==> src/rtl/gci_std_display_bus_if_pkg.sv <==
// Shared definitions for the display bus front end.
//   - Default region bounds for the address decoder.
//   - IRQ codes reported for illegal accesses.
//   - Region type and the decode helper used by gci_std_display_bus_if.
package gci_std_display_bus_if_pkg;

  localparam logic [31:0] DEF_SPECIAL_END = 32'h0000_0400;
  localparam logic [31:0] DEF_DISP_LAST   = 32'h0013_83FC;

  localparam logic [23:0] IRQCODE_MEMOVER = 24'h00_0000;
  localparam logic [23:0] IRQCODE_READACC = 24'h00_0001;

  typedef enum logic [1:0] {
    REGION_SPECIAL,
    REGION_DISP,
    REGION_ILLEGAL
  } region_t;

  // Byte offset bits are don't-care: OR-ing them into the upper bound makes
  // every byte of the last display word decode as display space.
  function automatic region_t decodeRegion(input logic [31:0] addr,
                                           input logic [31:0] specialEnd,
                                           input logic [31:0] dispLast);
    if (addr < specialEnd)
      return REGION_SPECIAL;
    else if (addr > (dispLast | 32'h0000_0003))
      return REGION_ILLEGAL;
    else
      return REGION_DISP;
  endfunction

endpackage

==> src/rtl/gci_std_display_bus_if_sync_fifo.sv <==
// Synchronous first-word-fall-through FIFO.
//   iCLOCK, iRESET_SYNC : clock, synchronous active-high reset (flushes pointers)
//   iWR_EN, iWR_DATA    : push request / data (ignored while full)
//   iRD_EN              : pop request (ignored while empty)
//   oRD_DATA            : current head entry
//   oFULL, oEMPTY       : occupancy flags
module gci_std_display_sync_fifo #(
  parameter int unsigned P_N       = 62,
  parameter int unsigned P_DEPTH   = 8,
  parameter int unsigned P_DEPTH_N = 3
) (
  input  logic           iCLOCK,
  input  logic           iRESET_SYNC,
  input  logic           iWR_EN,
  input  logic [P_N-1:0] iWR_DATA,
  output logic           oFULL,
  input  logic           iRD_EN,
  output logic [P_N-1:0] oRD_DATA,
  output logic           oEMPTY
);

  logic [P_N-1:0]   mem [P_DEPTH];
  logic [P_DEPTH_N:0] wrPtr;
  logic [P_DEPTH_N:0] rdPtr;
  logic push;
  logic pop;

  // Extra pointer MSB distinguishes full (MSBs differ) from empty (equal).
  assign oEMPTY   = (wrPtr == rdPtr);
  assign oFULL    = (wrPtr[P_DEPTH_N] != rdPtr[P_DEPTH_N]) &&
                    (wrPtr[P_DEPTH_N-1:0] == rdPtr[P_DEPTH_N-1:0]);
  assign push     = iWR_EN & ~oFULL;
  assign pop      = iRD_EN & ~oEMPTY;
  assign oRD_DATA = mem[rdPtr[P_DEPTH_N-1:0]];

  always_ff @(posedge iCLOCK) begin
    if (push) mem[wrPtr[P_DEPTH_N-1:0]] <= iWR_DATA;
  end

  always_ff @(posedge iCLOCK) begin
    if (iRESET_SYNC) begin
      wrPtr <= '0;
      rdPtr <= '0;
    end else begin
      if (push) wrPtr <= wrPtr + 1'b1;
      if (pop)  rdPtr <= rdPtr + 1'b1;
    end
  end

endmodule

==> src/rtl/gci_std_display_bus_if.sv <==
// Bus-slave front end for the display device.
//   iDEV_* / oDEV_*         : GCI bus request, response and back-pressure
//   oDEV_IRQ_* / iDEV_IRQ_* : IRQ request channel for illegal accesses
//   oSPECIAL_* / iSPECIAL_* : special-memory port (read data one cycle later)
//   oDISP_WR_* / iDISP_WR_* : buffered display writes toward the controller
module gci_std_display_bus_if
  import gci_std_display_bus_if_pkg::*;
#(
  parameter logic [31:0] P_SPECIAL_END = DEF_SPECIAL_END,
  parameter logic [31:0] P_DISP_LAST   = DEF_DISP_LAST,
  parameter int unsigned P_FIFO_DEPTH  = 8,
  parameter int unsigned P_FIFO_AW     = 3
) (
  input  logic        iCLOCK,
  input  logic        iRESET_SYNC,
  input  logic        iDEV_REQ,
  output logic        oDEV_BUSY,
  input  logic        iDEV_RW,
  input  logic [31:0] iDEV_ADDR,
  input  logic [31:0] iDEV_DATA,
  output logic        oDEV_REQ,
  input  logic        iDEV_BUSY,
  output logic [31:0] oDEV_DATA,
  output logic        oDEV_IRQ_REQ,
  input  logic        iDEV_IRQ_BUSY,
  output logic [23:0] oDEV_IRQ_DATA,
  input  logic        iDEV_IRQ_ACK,
  output logic        oSPECIAL_REQ,
  output logic        oSPECIAL_RW,
  output logic [7:0]  oSPECIAL_ADDR,
  output logic [31:0] oSPECIAL_DATA,
  input  logic [31:0] iSPECIAL_DATA,
  output logic        oDISP_WR_REQ,
  input  logic        iDISP_WR_BUSY,
  output logic [29:0] oDISP_WR_ADDR,
  output logic [31:0] oDISP_WR_DATA
);

  region_t     region;
  logic        accept;
  logic        specialHit;
  logic        dispWrite;
  logic        errHit;
  logic [23:0] errCode;

  logic        fifoFull;
  logic        fifoEmpty;
  logic [61:0] fifoHead;

  logic        respValid;
  logic        respSpecialRd;
  logic [31:0] respData;

  logic        irqPend;
  logic [23:0] irqCode;

  assign region     = decodeRegion(iDEV_ADDR, P_SPECIAL_END, P_DISP_LAST);
  assign oDEV_BUSY  = fifoFull | (respValid & iDEV_BUSY);
  assign accept     = iDEV_REQ & ~oDEV_BUSY & ~iRESET_SYNC;
  assign specialHit = accept & (region == REGION_SPECIAL);
  assign dispWrite  = accept & (region == REGION_DISP) & iDEV_RW;
  assign errHit     = accept & ((region == REGION_ILLEGAL) |
                                ((region == REGION_DISP) & ~iDEV_RW));
  assign errCode    = (region == REGION_ILLEGAL) ? IRQCODE_MEMOVER : IRQCODE_READACC;

  always_comb begin
    oSPECIAL_REQ  = 1'b0;
    oSPECIAL_RW   = 1'b0;
    oSPECIAL_ADDR = '0;
    oSPECIAL_DATA = '0;
    if (specialHit) begin
      oSPECIAL_REQ  = 1'b1;
      oSPECIAL_RW   = iDEV_RW;
      oSPECIAL_ADDR = iDEV_ADDR[9:2];
      oSPECIAL_DATA = iDEV_DATA;
    end
  end

  gci_std_display_sync_fifo #(
    .P_N       (62),
    .P_DEPTH   (P_FIFO_DEPTH),
    .P_DEPTH_N (P_FIFO_AW)
  ) uFifo (
    .iCLOCK      (iCLOCK),
    .iRESET_SYNC (iRESET_SYNC),
    .iWR_EN      (dispWrite),
    .iWR_DATA    ({iDEV_ADDR[31:2], iDEV_DATA}),
    .oFULL       (fifoFull),
    .iRD_EN      (~iDISP_WR_BUSY),
    .oRD_DATA    (fifoHead),
    .oEMPTY      (fifoEmpty)
  );

  assign oDISP_WR_REQ  = ~fifoEmpty;
  assign oDISP_WR_ADDR = fifoEmpty ? '0 : fifoHead[61:32];
  assign oDISP_WR_DATA = fifoEmpty ? '0 : fifoHead[31:0];

  // Special-memory read data only arrives in the first response cycle; it is
  // forwarded combinationally then and captured so a stalled response holds.
  always_ff @(posedge iCLOCK) begin
    if (iRESET_SYNC) begin
      respValid     <= 1'b0;
      respSpecialRd <= 1'b0;
      respData      <= '0;
    end else if (accept) begin
      respValid     <= 1'b1;
      respSpecialRd <= specialHit & ~iDEV_RW;
      respData      <= '0;
    end else begin
      if (respValid & ~iDEV_BUSY) respValid <= 1'b0;
      if (respSpecialRd) begin
        respData      <= iSPECIAL_DATA;
        respSpecialRd <= 1'b0;
      end
    end
  end

  assign oDEV_REQ  = respValid;
  assign oDEV_DATA = ~respValid    ? '0 :
                     respSpecialRd ? iSPECIAL_DATA : respData;

  // A new error only replaces the slot when it is free or being acknowledged.
  always_ff @(posedge iCLOCK) begin
    if (iRESET_SYNC) begin
      irqPend <= 1'b0;
      irqCode <= '0;
    end else if (errHit && (!irqPend || iDEV_IRQ_ACK)) begin
      irqPend <= 1'b1;
      irqCode <= errCode;
    end else if (iDEV_IRQ_ACK) begin
      irqPend <= 1'b0;
    end
  end

  assign oDEV_IRQ_REQ  = irqPend & ~iDEV_IRQ_BUSY;
  assign oDEV_IRQ_DATA = irqPend ? irqCode : '0;

endmodule

==> config.mk <==
export PLATFORM = sky130hd
export DESIGN_NAME = gci_std_display_bus_if
export DESIGN_NICKNAME = d
export VERILOG_FILES = /design/src/rtl/gci_std_display_bus_if_pkg.sv /design/src/rtl/gci_std_display_bus_if_sync_fifo.sv /design/src/rtl/gci_std_display_bus_if.sv
export SDC_FILE = /design/constraint.sdc
export NUM_CORES = 1
export LEC_CHECK = 0
export CORE_AREA = 2 2 201 203
export DETAILED_ROUTE_END_ITERATION = 12
export DIE_AREA = 0 0 203 205
export PLACE_DENSITY_LB_ADDON = 0.12
export SETUP_SLACK_MARGIN = 0.5
export SKIP_CTS_REPAIR_TIMING = 1
export SLEW_MARGIN = 10
export SYNTH_ARGS = -nofsm -noshare
export SYNTH_HDL_FRONTEND = slang
export SYNTH_SLANG_ARGS = --single-unit
==> constraint.sdc <==
create_clock -name iCLOCK -period 13.7 [get_ports iCLOCK]
set_clock_uncertainty 0.15 [all_clocks]
set_input_delay 2.74 -clock iCLOCK [delete_from_list [all_inputs] [get_ports iCLOCK]]
set_output_delay 2.74 -clock iCLOCK [all_outputs]
set_load 0.005 [all_outputs]
==> run_results.csv <==
group,metric,value,unit
run_status,run_status,"finished, final reports clean",
global_routing,grt_pass1_wl,64500,um
timing,min_period,8.61,ns
die,die_height,205,um
timing,rsz0062_at_grt,"no",
synthesis,async_reset_ff_frac,0,
synthesis,synth_cell_types,43,
timing,relSlewSlack,0.249,
synthesis,synthesis.area,21400,um^2
synthesis,synthTopCellsByArea,"edfxtp_1 70%, mux4_2 13%, mux2i_1 4.4%",
timing,fin_tns_setup,0,ns
final_layout,final_area,25900,um^2
cts,htreeDepth,2,
global_routing,grtUsageTotal,0.208,
synthesis,ys_seq_area_frac,0.739,
drt,drc,0,
power,ir_drop,91.9,uV
drt,wl_met3,2640,um
worst_hold_path,hp-class,"flop to flop",
synthesis,synth_top_area_cell,"edfxtp_1",
setup_path,r2r-start,"oDEV_REQ",
synthesis,ys_ff_latch,543,
drt,top_layer,"met5",
final_layout,drive_above_1_share,0.168,
synthesis,synth_edf_count,496,
drt,ant_nets,0,
drt,drtIter0Drc,737,
setup_path,r2r_setup_slack,10.27,ns
drt,wirelength,42400,um
worst_hold_path,hold_start,"respData[12]",
timing,setup_violations,0,
place,routabilityCongestion,0.747,
place,dpl_worst_slack,5.07,ns
place,dp_hpwl,22100,um
power,power.density,124,nW/um^2
final_layout,syn2layout_area_growth,20.9,%
timing,worst_slack,5.09,ns
cts,cts_root_buffer,"clkbuf_16",
die,die_width,203,um
setup_path,critPathLaunchType,"input pin",
setup_path,required,10.81,ns
timing,maxSlewViolCount,0,
timing,fin_crit_sh,0.629,
worst_hold_path,hold_path_depth,2,
die,core,39400,um^2
cts,cts_buffers,53,
cts,clk_latency,0.58,ns
cts,clock-sinks,543,
place,io_buffers,242,
drt,viasPerCell,5.55,
synthesis,synth_area_per_cell,19.6,um^2
synthesis,syn_inst,1095,
cts,clock_path_buffers,3,
timing,tightest_slew,1.13,ns
final_layout,n_fill_cell,2678,
synthesis,synth_ff_type,"edfxtp_1",
setup_path,r2r-end,"uFifo.mem[0][57]",
cts,path_clk_slew,0.06,ns
setup_path,end_kind,"primary output",
global_routing,grt_pass1_vias,10858,
drt,wl_met2,20800,um
die,die-area,41600,um^2
timing,finalHoldViolations,0,
global_routing,gr-total-overflow,0,
setup_path,worst_path_largest_cell_delay,0.63,ns
setup_path,path_cells,"clkdlybuf4s50_1 -> or4_4 -> nand4bb_4 -> nand2b_4 -> nor3_4 -> buf_4 -> and2_2 -> clkdlybuf4s50_1",
setup_path,critical-path-slowest-cell,"or4_4",
setup_path,worst-path-max-fanout,41,
timing,fmax,116,MHz
place,place_area,24300,um^2
drt,wl_met1,18100,um
job,max_cap_violations,0,
final_layout,nNetsFinal,1453,
cts,cts_tree,"done",
drt,routed-via-count,10619,
die,start_util,0.544,
drt,firstDrtPassIters,5,
die,rows,73,
setup_path,critPathMostFrequentCell,"clkdlybuf4s50_1",
setup_path,reg2reg_depth,6,
drt,wl_per_cell,22.1,um
global_routing,antenna_found_initial,3,
global_routing,grt_max_degree,72,
setup_path,arrival,5.73,ns
setup_path,critical_path_class,"input pin to primary output",
power,leakage,7.89,nW
die,ios,268,
worst_hold_path,whs_endpoint,"respData[12]",
synthesis,synth_warnings,0,
synthesis,netlist.area_leader.share,0.695,
[cell families after synthesis]
family,Yosys count,share of synthesized area
flip-flops,543,0.739
multiplexers,219,0.175
AND/OR/NAND/NOR,218,0.0536
buffers and inverters,88,0.0220
AO/OA/AOI/OAI,17,0.00613
XOR/XNOR,7,0.00286
adder cells (fa/ha/maj),2,0.00117
other,1,0.000175
[layer usage]
metal / vias to the layer above / track usage
li1: 4798 / -
met1: 5438 / 0.289
met2: 323 / 0.342
met3: 58 / 0.0406
met4: 2 / 0.0547
met5: - / 0
[final cells by class]
cell class / instances / area (um^2) / share of cell area
timing repair buffer: 257 / 2530 / 0.0979
multi-input combinational: 486 / 5240 / 0.202
tap: 525 / 657 / 0.0254
clock buffer: 72 / 1460 / 0.0564
inverter: 6 / 22.5 / 0.000870
clock inverter: 23 / 123 / 0.00474
sequential: 543 / 15800 / 0.612
antenna: 1 / 2.50 / 0.0000967
[synthesized netlist by cell type, drive strengths merged, types with 2 or more instances]
| cell | instances |
|---|---|
| and3 | 3 |
| o211a | 2 |
| dfxtp | 47 |
| o21a | 2 |
| buf | 58 |
| nor2 | 105 |
| mux4 | 124 |
| ha | 2 |
| nand3 | 4 |
| xnor2 | 4 |
| inv | 6 |
| o31a | 2 |
| edfxtp | 496 |
| xor2 | 3 |
| nand2 | 5 |
| nand2b | 2 |
| nor3 | 4 |
| nor4 | 8 |
| nor2b | 34 |
| clkbuf | 24 |
| nor3b | 2 |
| nand4 | 3 |
| o21ai | 3 |
| and4 | 2 |
| a21oi | 4 |
| mux2i | 95 |
| and2 | 42 |
[layout by cell type (no fill, tap or decap), types with 5 or more instances in the layout]
master / netlist / final
clkdlybuf4s50_1: 0 / 242
dfxtp_1: 47 / 43
clkbuf_16: 0 / 55
and2_1: 31 / 31
nor2b_1: 34 / 34
mux2i_1: 95 / 95
clkbuf_1: 24 / 15
edfxtp_1: 496 / 496
and2_2: 11 / 11
conb_1: 1 / 23
mux4_2: 124 / 124
nor4_1: 8 / 6
inv_1: 6 / 6
clkinv_1: 0 / 17
nand2_1: 5 / 5
buf_4: 23 / 15
nor2_1: 105 / 104
[flip-flops by register name, summed over array words and instances, names as in the netlist, named ones only]
name,flops
oDEV_REQ,1
respData,32
irqPend,1
uFifo.mem,496
uFifo.wrPtr,4
respSpecialRd,1
irqCode,1
uFifo.rdPtr,4
[power breakdown]
group	switching [W]	leakage, nW	internal [W]
clock network	0.000576	0.771	0.000758
registers	0.00000192	4.84	0.00181
logic	0.0000315	2.28	0.0000302
total	0.000609	7.89	0.00259
[stage by stage]
stage           util  hold WS, ns  power (W)  cells
4_1_cts        0.658        0.360    0.00324   1912
6_report       0.658        0.354    0.00320   1913
2_1_floorplan      -        0.322    0.00186   1117
3_5_place_dp   0.617        0.345    0.00190   1817
5_1_grt        0.658        0.386    0.00330   1912
3_3_place_gp   0.617        0.332    0.00190   1817
[how the worst max path moves through the flow]
stage / startpoint / to / cells past startpoint
2_1_floorplan: iDEV_ADDR[12] / uFifo.mem[2][0] / 5
3_3_place_gp: iDEV_ADDR[12] / oSPECIAL_ADDR[0] / 8
3_5_place_dp: iDEV_ADDR[12] / oSPECIAL_DATA[30] / 8
4_1_cts: iDEV_ADDR[12] / oSPECIAL_DATA[30] / 8
5_1_grt: iDEV_ADDR[12] / oSPECIAL_ADDR[2] / 8
6_report: iDEV_ADDR[12] / oSPECIAL_DATA[30] / 8
[critical path: cells and delay by family]
kind	cells	cell delay [ns]
buffers and inverters	3	1.48
AND/OR/NAND/NOR	5	1.47
Note: power is estimated with default switching activity, not from simulation.
